File: src/rtl/cgra_pkg.sv
// rtl/cgra_pkg.sv - shared CGRA widths, defaults and result-stage state type
package cgra_pkg;
    localparam int DP_WIDTH          = 32;
    localparam int ALU_N_FLAG        = 2;
    localparam int RCS_NUM_CREG_LOG2 = 6;
    localparam int RF_NUM_REG_DEF    = 4;
    localparam int RF_NUM_REG_LOG2   = $clog2(RF_NUM_REG_DEF);
    localparam int MUL_LAT_DEF       = 1;

    typedef enum logic [0:0] {
        EXEC,
        MUL_WAIT
    } rc_res_state_e;
endpackage

File: src/rtl/rc_result_stage_if.sv
// rtl/rc_result_stage_if.sv - ALU-to-write-back bundle and registered stage outputs
interface rc_result_stage_if import cgra_pkg::*; #(
    parameter int RF_NUM_REG = RF_NUM_REG_DEF,
    parameter int RF_SEL_W   = $clog2(RF_NUM_REG)
);
    logic                           valid_i;
    logic                           flush_i;
    logic [DP_WIDTH-1:0]            alu_res_i;
    logic [ALU_N_FLAG-1:0]          alu_flag_i;
    logic                           alu_br_req_i;
    logic [RCS_NUM_CREG_LOG2-1:0]   alu_br_add_i;
    logic                           alu_stall_i;
    logic                           flag_we_i;
    logic                           out_we_i;
    logic                           rf_we_i;
    logic [RF_SEL_W-1:0]            rf_wsel_i;
    logic [DP_WIDTH-1:0]            res_o;
    logic [ALU_N_FLAG-1:0]          flag_o;
    logic [RF_NUM_REG*DP_WIDTH-1:0] rf_rdata_o;
    logic                           br_req_o;
    logic [RCS_NUM_CREG_LOG2-1:0]   br_add_o;
    logic                           stall_o;
    logic                           commit_o;

    modport master (
        output valid_i, flush_i, alu_res_i, alu_flag_i, alu_br_req_i, alu_br_add_i,
               alu_stall_i, flag_we_i, out_we_i, rf_we_i, rf_wsel_i,
        input  res_o, flag_o, rf_rdata_o, br_req_o, br_add_o, stall_o, commit_o
    );

    modport slave (
        input  valid_i, flush_i, alu_res_i, alu_flag_i, alu_br_req_i, alu_br_add_i,
               alu_stall_i, flag_we_i, out_we_i, rf_we_i, rf_wsel_i,
        output res_o, flag_o, rf_rdata_o, br_req_o, br_add_o, stall_o, commit_o
    );
endinterface

File: src/rtl/rc_rf.sv
// rtl/rc_rf.sv - cell-local register file, single write port, every entry read out flat
module rc_rf #(
    parameter int NUM_REG = 4,
    parameter int WIDTH   = 32,
    parameter int SEL_W   = $clog2(NUM_REG)
) (
    input  logic                     clk_i,
    input  logic                     rst_ni,
    input  logic                     we_i,
    input  logic [SEL_W-1:0]         wsel_i,
    input  logic [WIDTH-1:0]         wdata_i,
    output logic [NUM_REG*WIDTH-1:0] rdata_o
);
    logic [WIDTH-1:0] rf_q [NUM_REG];
    logic [WIDTH-1:0] rf_d [NUM_REG];

    // Indices beyond the last entry match nothing, so such writes vanish.
    always_comb begin
        rf_d = rf_q;
        for (int i = 0; i < NUM_REG; i++) begin
            if (we_i && (32'(wsel_i) == i)) begin
                rf_d[i] = wdata_i;
            end
        end
    end

    always_ff @(posedge clk_i or negedge rst_ni) begin
        if (!rst_ni) begin
            for (int i = 0; i < NUM_REG; i++) begin
                rf_q[i] <= '0;
            end
        end else begin
            rf_q <= rf_d;
        end
    end

    for (genvar g = 0; g < NUM_REG; g++) begin : g_rd
        assign rdata_o[g*WIDTH +: WIDTH] = rf_q[g];
    end
endmodule

File: src/rtl/rc_result_stage.sv
// rtl/rc_result_stage.sv - cell write-back: commits ALU results, flags, branches; sequences multiplies
module rc_result_stage import cgra_pkg::*; #(
    parameter int RF_NUM_REG = RF_NUM_REG_DEF,
    parameter int MUL_LAT    = MUL_LAT_DEF
) (
    input  logic             clk_i,
    input  logic             rst_ni,
    rc_result_stage_if.slave bus
);
    localparam int CNT_W = 3;

    rc_res_state_e                state_q, state_d;
    logic [CNT_W-1:0]             cnt_q, cnt_d;
    logic [DP_WIDTH-1:0]          res_q, res_d;
    logic [ALU_N_FLAG-1:0]        flag_q, flag_d;
    logic                         br_req_q, br_req_d;
    logic [RCS_NUM_CREG_LOG2-1:0] br_add_q, br_add_d;
    logic                         commit_q, commit_d;
    logic                         do_commit;
    logic                         stall;

    always_comb begin
        state_d   = state_q;
        cnt_d     = cnt_q;
        res_d     = res_q;
        flag_d    = flag_q;
        br_req_d  = 1'b0;
        br_add_d  = '0;
        commit_d  = 1'b0;
        do_commit = 1'b0;
        stall     = 1'b0;

        if (bus.flush_i) begin
            state_d = EXEC;
            cnt_d   = '0;
        end else begin
            unique case (state_q)
                EXEC: begin
                    if (bus.valid_i) begin
                        if (bus.alu_stall_i) begin
                            stall   = 1'b1;
                            cnt_d   = CNT_W'(MUL_LAT - 1);
                            state_d = MUL_WAIT;
                        end else begin
                            do_commit = 1'b1;
                        end
                    end
                end
                MUL_WAIT: begin
                    // The final wait cycle releases the stall and retires with the live ALU outputs.
                    if (cnt_q != '0) begin
                        stall = 1'b1;
                        cnt_d = cnt_q - 1'b1;
                    end else begin
                        do_commit = 1'b1;
                        state_d   = EXEC;
                    end
                end
                default: state_d = EXEC;
            endcase
        end

        if (do_commit) begin
            if (bus.out_we_i)  res_d  = bus.alu_res_i;
            if (bus.flag_we_i) flag_d = bus.alu_flag_i;
            br_req_d = bus.alu_br_req_i;
            br_add_d = bus.alu_br_req_i ? bus.alu_br_add_i : '0;
            commit_d = 1'b1;
        end
    end

    always_ff @(posedge clk_i or negedge rst_ni) begin
        if (!rst_ni) begin
            state_q  <= EXEC;
            cnt_q    <= '0;
            res_q    <= '0;
            flag_q   <= '0;
            br_req_q <= 1'b0;
            br_add_q <= '0;
            commit_q <= 1'b0;
        end else begin
            state_q  <= state_d;
            cnt_q    <= cnt_d;
            res_q    <= res_d;
            flag_q   <= flag_d;
            br_req_q <= br_req_d;
            br_add_q <= br_add_d;
            commit_q <= commit_d;
        end
    end

    rc_rf #(
        .NUM_REG (RF_NUM_REG),
        .WIDTH   (DP_WIDTH)
    ) u_rf (
        .clk_i   (clk_i),
        .rst_ni  (rst_ni),
        .we_i    (do_commit & bus.rf_we_i),
        .wsel_i  (bus.rf_wsel_i),
        .wdata_i (bus.alu_res_i),
        .rdata_o (bus.rf_rdata_o)
    );

    assign bus.res_o    = res_q;
    assign bus.flag_o   = flag_q;
    assign bus.br_req_o = br_req_q;
    assign bus.br_add_o = br_add_q;
    assign bus.commit_o = commit_q;
    assign bus.stall_o  = stall;
endmodule
File: src/flat_wrapper.sv
// flat-port wrapper written by rule: the top's interface ports become plain ports
module rc_result_stage_flat import cgra_pkg::*;
#(
    parameter int RF_NUM_REG = RF_NUM_REG_DEF,
    parameter int MUL_LAT    = MUL_LAT_DEF
)
  (clk_i, rst_ni, bus_valid_i, bus_flush_i, bus_alu_res_i, bus_alu_flag_i, bus_alu_br_req_i, bus_alu_br_add_i, bus_alu_stall_i, bus_flag_we_i, bus_out_we_i, bus_rf_we_i, bus_rf_wsel_i, bus_res_o, bus_flag_o, bus_rf_rdata_o, bus_br_req_o, bus_br_add_o, bus_stall_o, bus_commit_o);
  rc_result_stage_if #(.RF_NUM_REG(RF_NUM_REG)) bus_i ();
  input  logic clk_i;
  input  logic rst_ni;
  input wire logic [$bits(bus_i.valid_i)-1:0] bus_valid_i;
  input wire logic [$bits(bus_i.flush_i)-1:0] bus_flush_i;
  input wire logic [$bits(bus_i.alu_res_i)-1:0] bus_alu_res_i;
  input wire logic [$bits(bus_i.alu_flag_i)-1:0] bus_alu_flag_i;
  input wire logic [$bits(bus_i.alu_br_req_i)-1:0] bus_alu_br_req_i;
  input wire logic [$bits(bus_i.alu_br_add_i)-1:0] bus_alu_br_add_i;
  input wire logic [$bits(bus_i.alu_stall_i)-1:0] bus_alu_stall_i;
  input wire logic [$bits(bus_i.flag_we_i)-1:0] bus_flag_we_i;
  input wire logic [$bits(bus_i.out_we_i)-1:0] bus_out_we_i;
  input wire logic [$bits(bus_i.rf_we_i)-1:0] bus_rf_we_i;
  input wire logic [$bits(bus_i.rf_wsel_i)-1:0] bus_rf_wsel_i;
  output wire logic [$bits(bus_i.res_o)-1:0] bus_res_o;
  output wire logic [$bits(bus_i.flag_o)-1:0] bus_flag_o;
  output wire logic [$bits(bus_i.rf_rdata_o)-1:0] bus_rf_rdata_o;
  output wire logic [$bits(bus_i.br_req_o)-1:0] bus_br_req_o;
  output wire logic [$bits(bus_i.br_add_o)-1:0] bus_br_add_o;
  output wire logic [$bits(bus_i.stall_o)-1:0] bus_stall_o;
  output wire logic [$bits(bus_i.commit_o)-1:0] bus_commit_o;
  assign bus_i.valid_i = bus_valid_i;
  assign bus_i.flush_i = bus_flush_i;
  assign bus_i.alu_res_i = bus_alu_res_i;
  assign bus_i.alu_flag_i = bus_alu_flag_i;
  assign bus_i.alu_br_req_i = bus_alu_br_req_i;
  assign bus_i.alu_br_add_i = bus_alu_br_add_i;
  assign bus_i.alu_stall_i = bus_alu_stall_i;
  assign bus_i.flag_we_i = bus_flag_we_i;
  assign bus_i.out_we_i = bus_out_we_i;
  assign bus_i.rf_we_i = bus_rf_we_i;
  assign bus_i.rf_wsel_i = bus_rf_wsel_i;
  assign bus_res_o = bus_i.res_o;
  assign bus_flag_o = bus_i.flag_o;
  assign bus_rf_rdata_o = bus_i.rf_rdata_o;
  assign bus_br_req_o = bus_i.br_req_o;
  assign bus_br_add_o = bus_i.br_add_o;
  assign bus_stall_o = bus_i.stall_o;
  assign bus_commit_o = bus_i.commit_o;
  rc_result_stage #(.RF_NUM_REG(RF_NUM_REG), .MUL_LAT(MUL_LAT)) u_core (.clk_i(clk_i), .rst_ni(rst_ni), .bus(bus_i));
endmodule
File: config.mk
export PLATFORM = sky130hd
export DESIGN_NAME = rc_result_stage_flat
export DESIGN_NICKNAME = d
export VERILOG_FILES = /design/src/rtl/cgra_pkg.sv /design/src/rtl/rc_result_stage_if.sv /design/src/rtl/rc_rf.sv /design/src/rtl/rc_result_stage.sv /design/src/flat_wrapper.sv
export SDC_FILE = /design/constraint.sdc
export NUM_CORES = 1
export LEC_CHECK = 0
export CAP_MARGIN = 10
export CORE_MARGIN = 3
export CORE_UTILIZATION = 42
export DETAILED_ROUTE_END_ITERATION = 8
export PLACE_DENSITY_LB_ADDON = 0.25
export SYNTH_ARGS = -nofsm -noshare
export SYNTH_HDL_FRONTEND = slang
export SYNTH_SLANG_ARGS = --single-unit
File: constraint.sdc
create_clock -name clk_i -period 4.35 [get_ports clk_i]
set_clock_uncertainty 0.2 [all_clocks]
set_input_delay 0.6525 -clock clk_i [delete_from_list [all_inputs] [get_ports clk_i]]
set_output_delay 0.6525 -clock clk_i [all_outputs]
set_load 0.02 [all_outputs]
==> results.md, run 1 <==
* Outcome: complete, no violations
* Mean Syn Cell Area at 17.8 um^2
* Final wirelength at roughly 17000 um
* # DRC at 0
* Syn Inst Count at between 300 and 400
* Max_slew headroom at about a quarter
* Clk pwr share at a little over a quarter
* Min-Delay Path Class: in -> async
* Via count at 4125
* RSZ-0062 raised after global routing: no
* Gate power share at a little over a third
* Max Cap Violations at 0
* CTS tree: built
* Synthesized cell area at ~7000 um^2
* Count of input and output buffers at 221
* WL/cell at 19.6 um
* Multi-input combinational cell area at 2470 um^2
* Period utilisation layout at around four fifths
* Seq pwr share at around 38%
* Delay-heaviest family, CP: buffers and inverters
* Setup crit start kind: flip-flop
* Clock latency on the worst-skew pair at between 400 and 500 ps
* Clock sink count at approximately 170
* Setup Fix Bufs, Post-CTS at 0
* Core Area at about 16000 um^2
* Initial antenna violation count at 0
* Commonest cells after routing, fill and taps aside: clkdlybuf4s50_1 (220), dfrtp_1 (174), mux2_4 (90), mux2_2 (38), mux2_1 (34)
* Antenna Nets Post-Route at 0
* Die width at around 140 um
* Number of global-route vias before repair at roughly 4.6k
* Yosys cell types at 24
* Die area at 18200 um^2
* I/O pins at approximately 220
* Net load switching power at 0.00184 W
* CTS Buf Count at 17
* Layout fillers at approximately 1.2k
* Starting Density at a little over two fifths
* Final instance area at around 10000 um^2
* Post-DP HPWL at around 12000 um
* Final Wtd Congestion at roughly 0.76
* Antenna cells at 0
* Slew @ Worst Pin at 1120 ps
* Start of the worst register-to-register path: u_core.cnt_q[0]$_DFFE_PN0P_
* CP most frequent cell: ha_1
* Post-route setup TNS at 0 ps
* Synthesized flop and latch total at 174
* Commonest non-fill, non-tap cell in the layout: clkdlybuf4s50_1
* Die Y at between 100 and 150 um
* First-pass GRT wire length at 26700 um
* Max IR drop VDD at approximately 320 uV
* Resized Gates After CTS at 0
* Drt pass-1 iters at 4
* Layout cell share with drive strength beyond 1 at 27.1%
* CP Class: reg -> out
* Ys Warns at 0
* Cell Rows at 46
* Crit Path Max Fanout at 9
* Tot GR Track Use at a little under a fifth
* Post-CTS Hold Fix Bufs at 0
* Syn Nets at about 450
* DR iter-0 viols at between 100 and 150
* Sum of buffers and inverters on the critical path at 2
* DR vias/cell at between 4 and 5
* Final hold vios at 0
* Sw Share at 30.4%
* Leakage power at ~4.7 nW
* H-tree Lvls at 4
* Pins Over Slew Limit at 0
* Largest net degree at the start of global routing at just under 90
* Area growth syn-to-layout at 43.2%
* Crit path DAT at 2630 ps
* Clock slew at reported path FFs at about 60 ps
* Clock Tree Buf Depth at 2
* Gr ovfl total at 0
* Seq/Total Area, Yosys at 62.3%
* CP Data Required Time at around 3500 ps
* Placed Instance Area at 9390 um^2
* Crit path from: u_core.cnt_q[0]$_DFFE_PN0P_
* Cell Pwr Density at slightly above 600 nW/um^2
* Fin nets at between 600 and 700
* FMAX at roughly 290 MHz
* Root buffer cell: clkbuf_16
* Crit path largest cell delay at between 600 and 700 ps
* Setup violations, final at 0
* Worst setup EP type: primary output
* Storage element area at 4350 um^2
* Internal power at 0.00421 W
* Fin crit period at ~3500 ps
* Critical path's slowest cell: clkdlybuf4s50_1
* Critical path, cell by cell: inv_1, ha_1, ha_1, and2_1, nor3_1, clkdlybuf4s50_1
## flip-flops by register name, indices dropped and copies added, names as in the netlist
name,count
u_core.state_q,1
u_core.bus.commit_o,1
u_core.bus.res_o,32
u_core.bus.br_add_o,6
u_core.bus.br_req_o,1
u_core.cnt_q,3
u_core.u_rf.rdata_o,128
u_core.bus.flag_o,2
## final cells by class
class                   instances  share of cell area (%)
flip-flops and latches        174                    43.5
multi-input cells             196                    24.6
repair buffers                227                    22.7
clock buffers                  20                    4.46
well taps                     216                    2.70
clock inverters                12                    1.84
inverters                       6                   0.225
## worst paths after layout
check                                                        to  slack [ps]  depth (start not counted)
min in group clk_i         u_core.u_rf.rdata_o[119]$_DFFE_PN0P_         280                          1
min reg2reg                u_core.u_rf.rdata_o[119]$_DFFE_PN0P_         280                          1
max                                                 bus_stall_o         870                          6
min                            u_core.bus.br_add_o[0]$_DFF_PN0_          50                          1
max in group asynchronous      u_core.bus.res_o[17]$_DFFE_PN0P_        2860                          2
max reg2reg                 u_core.u_rf.rdata_o[31]$_DFFE_PN0P_        1130                          7
## power by group through the flow
stage	clock network [W]	logic, W	registers [W]
floorplan	0	0.000515	0.00282
global placement	0	0.00213	0.00230
detailed placement	0	0.00216	0.00232
CTS	0.00165	0.00217	0.00230
global route	0.00172	0.00225	0.00236
finish	0.00161	0.00214	0.00230
## through the flow
| stage | std cells | util, % | worst slack [ps] | total power, W | hold slack, ps |
|---|---|---|---|---|---|
| after global routing | 851 | 62.2 | 730 | 0.00632 | 142 |
| after floorplan | 392 | - | 1870 | 0.00334 | 157 |
| after CTS | 851 | 62.2 | 855 | 0.00612 | 111 |
| final | 851 | 62.2 | 868 | 0.00605 | 48.4 |
| after detailed placement | 819 | 58.2 | 907 | 0.00447 | 274 |
| after global placement | 819 | 58.2 | 1010 | 0.00444 | 267 |
## Yosys cell counts
cell type,number,area [um^2]
o211ai_1,2,15.0
o21ai_2,1,8.76
nor2b_1,2,12.5
and3_1,6,37.5
nand3_1,1,5.00
nand2_1,2,7.51
nor3_1,1,5.00
buf_6,12,135
inv_1,6,22.5
o21ba_2,1,10.0
o2111ai_4,3,78.8
ha_1,2,25.0
and2_1,2,12.5
a21oi_1,4,20.0
mux2_1,34,383
nor3b_4,1,18.8
dfrtp_1,174,4350
buf_2,4,20.0
o21ai_0,2,10.0
and2b_1,1,7.51
nand2b_1,2,12.5
o2111a_2,1,12.5
mux2_4,90,1350
mux2_2,38,428
## routing by layer
| layer | track usage (%) | wire length, um | vias up |
|---|---|---|---|
| met5 | 0 | 0 | - |
| met4 | 6.38 | 270 | 0 |
| met3 | 7.00 | 1360 | 20 |
| met2 | 29.5 | 7870 | 155 |
| met1 | 25.0 | 7180 | 2095 |
| li1 | - | - | 1855 |
## cells by family (layout without fill, tap and decap cells)
family | count (synthesis) | in the layout | share of synthesized area, %
mux | 162 | 162 | 30.9
buf+inv | 22 | 265 | 2.54
fa+ha+maj | 2 | 2 | 0.358
compound gates | 14 | 14 | 2.22
flops | 174 | 174 | 62.3
simple gates | 18 | 18 | 1.70
Note: power is estimated with default switching activity, not from simulation.
==> run 2: changes to the inputs <==
==> constraint.sdc (replaced) <==
create_clock -name clk_i -period 3.1 [get_ports clk_i]
set_clock_uncertainty 0.2 [all_clocks]
set_input_delay 0.465 -clock clk_i [delete_from_list [all_inputs] [get_ports clk_i]]
set_output_delay 0.465 -clock clk_i [all_outputs]
set_load 0.02 [all_outputs]
==> results.md, run 2 (synthesized netlist as in run 1, its figures left out) <==
* Net load switching power at 0.00257 W (+40%)
* H-tree Lvls at 4 (unchanged)
* Seq pwr share at 38.5% (+0.5 points)
* Antenna Nets Post-Route at 0 (unchanged)
* Drt pass-1 iters at 4 (unchanged)
* Starting Density at 43.4% (unchanged)
* Max_slew headroom at 55.1% (+30 points)
* Die width at 135 um (unchanged)
* WL/cell at 20.1 um (+2.5%)
* Layout fillers at 1211 (+2.7%)
* CTS tree: built
* Delay-heaviest family, CP: simple AND/OR/NAND/NOR gates
* Fin nets at 685 (+1.5%)
* Die Y at 135 um (unchanged)
* Count of input and output buffers at 221 (unchanged)
* Gr ovfl total at 0 (unchanged)
* Outcome: complete, no violations
* Core Area at 16100 um^2 (unchanged)
* CP Data Required Time at 2430 ps (-1070 ps)
* Commonest non-fill, non-tap cell in the layout: clkdlybuf4s50_1
* Clock Tree Buf Depth at 2 (unchanged)
* Sw Share at 30.5% (+0.11 points)
* Min-Delay Path Class: reg -> reg
* Hold Path Stages at 1
* CTS Buf Count at 17 (unchanged)
* Gate power share at 35.6% (+0.3 points)
* Internal power at 0.00587 W (+39%)
* Commonest cells after routing, fill and taps aside: clkdlybuf4s50_1 (219), dfrtp_1 (174), mux2_4 (90), mux2_2 (38), mux2_1 (34)
* DR iter-0 viols at 106 (-9.4%)
* Final instance area at 10100 um^2 (+1.0%)
* Setup Fix Bufs, Post-CTS at 0 (unchanged)
* CP most frequent cell: ha_1
* Cell Pwr Density at 834 nW/um^2 (+38%)
* Fin crit period at 2920 ps
* Storage element area at 4350 um^2 (unchanged)
* Cell Rows at 46 (unchanged)
* Finished Core Util at 62.8% (+0.65 points)
* Tot GR Track Use at 19.9% (+0.82 points)
* Max IR drop VDD at 530 uV (+67%)
* Sum of buffers and inverters on the critical path at 2 (unchanged)
* Root buffer cell: clkbuf_16
* # DRC at 0 (unchanged)
* Antenna cells at 0 (unchanged)
* FMAX at 343 MHz
* Crit Path Max Fanout at 9 (unchanged)
* Clock slew at reported path FFs at 60 ps (about the same)
* Worst setup EP type: primary output
* Max Cap Violations at 0 (unchanged)
* Critical path's slowest cell: dlygate4sd2_1
* Reg2Reg Depth at 7 (unchanged)
* Slew @ Worst Pin at 673 ps (-445 ps)
* Leakage power at 4.74 nW (+1.9%)
* Largest net degree at the start of global routing at 74 (-17%)
* I/O pins at 222 (unchanged)
* First-pass GRT wire length at 27800 um (+4.2%)
* Max reg flops at 128 (unchanged)
* Post-DP HPWL at 12200 um (+5.1%)
* RSZ-0062 raised after global routing: no
* Setup crit start kind: flip-flop
* Layout cell share with drive strength beyond 1 at 28.1% (+0.98 points)
* Clock sink count at 174 (unchanged)
* Setup violations, final at 0 (unchanged)
* Via count at 4210 (+2.1%)
* Post-route setup TNS at 0 ps (unchanged)
* Placed cell count at 828 (+1.1%)
* CP Class: reg -> out
* Crit path largest cell delay at 380 ps (-290 ps)
* Crit path DAT at 2250 ps (-380 ps)
* Critical path, cell by cell: inv_1, ha_1, ha_1, and2_1, nor3_1, dlygate4sd2_1
* Number of global-route vias before repair at 4741 (+2.5%)
* Period utilisation layout at a little over nine tenths
* Final hold vios at 0 (unchanged)
* Clk pwr share at 26.0% (-0.7 points)
* Placed Instance Area at 9500 um^2 (+1.3%)
* Area growth syn-to-layout at 44.7%
* Initial antenna violation count at 0 (unchanged)
* Clock latency on the worst-skew pair at 420 ps (about the same)
* Multi-input combinational cell area at 2470 um^2 (unchanged)
* Pins Over Slew Limit at 0 (unchanged)
* Die area at 18200 um^2 (unchanged)
* Post-Layout Cell Count at 861 (+1.2%)
* Final wirelength at 17300 um (+3.7%)
* Cell depth of the worst setup path at 6 (unchanged)
* Final Wtd Congestion at 0.784 (+3.5%)
* DR vias/cell at 4.89 (+0.88%)
-- run 2: path summary, 6_finish.rpt --
path / to / slack (ps) / from
min: u_core.u_rf.rdata_o[106]$_DFFE_PN0P_ / 280 / u_core.u_rf.rdata_o[106]$_DFFE_PN0P_
min reg2reg: u_core.u_rf.rdata_o[106]$_DFFE_PN0P_ / 280 / u_core.u_rf.rdata_o[106]$_DFFE_PN0P_
max: bus_stall_o / 180 / u_core.cnt_q[0]$_DFFE_PN0P_
max reg2reg: u_core.u_rf.rdata_o[59]$_DFFE_PN0P_ / 440 / u_core.cnt_q[0]$_DFFE_PN0P_
min in group asynchronous: u_core.cnt_q[1]$_DFFE_PN0P_ / 440 / rst_ni
max in group asynchronous: u_core.u_rf.rdata_o[91]$_DFFE_PN0P_ / 1510 / rst_ni
-- run 2: timing repair --
item | in CTS | in global routing
hold buffers | 1 | 0
setup endpoints to repair | 1 | 0
endpoints found under the hold margin | 68 | 0
gates resized for setup | 1 | 0
-- run 2: metrics by stage --
stage	hold WS [ps]	total power [W]	setup WS [ps]
after CTS	288	0.00855	137
after detailed placement	274	0.00630	308
after floorplan	-30.6	0.00468	807
final	284	0.00844	181
after global placement	271	0.00625	387
after global routing	295	0.00883	62.9
-- run 2: layout make-up --
class / instances / area share [%]
multi-input cells: 196 / 24.4
well taps: 216 / 2.67
clock inverters: 10 / 1.33
repair buffers: 237 / 23.7
inverters: 6 / 0.222
clock buffers: 22 / 4.68
flip-flops and latches: 174 / 43.0
-- run 2: power by group through the flow --
stage / Combinational, W / Sequential (W) / Clock (W)
after detailed placement: 0.00304 / 0.00327 / 0
final: 0.00301 / 0.00325 / 0.00219
after CTS: 0.00305 / 0.00325 / 0.00226
after global routing: 0.00316 / 0.00332 / 0.00234
after global placement: 0.00300 / 0.00325 / 0
after floorplan: 0.000723 / 0.00396 / 0
-- run 2: layer usage --
metal | wire (um) | GRT usage, % | part of all wire (%) | vias up
met5 | 0 | 0 | 0 | -
met4 | 198 | 5.60 | 1.1 | 0
met3 | 1330 | 6.86 | 7.7 | 17
met2 | 8360 | 31.8 | 48 | 152
met1 | 7410 | 26.0 | 43 | 2172
li1 | - | - | - | 1869
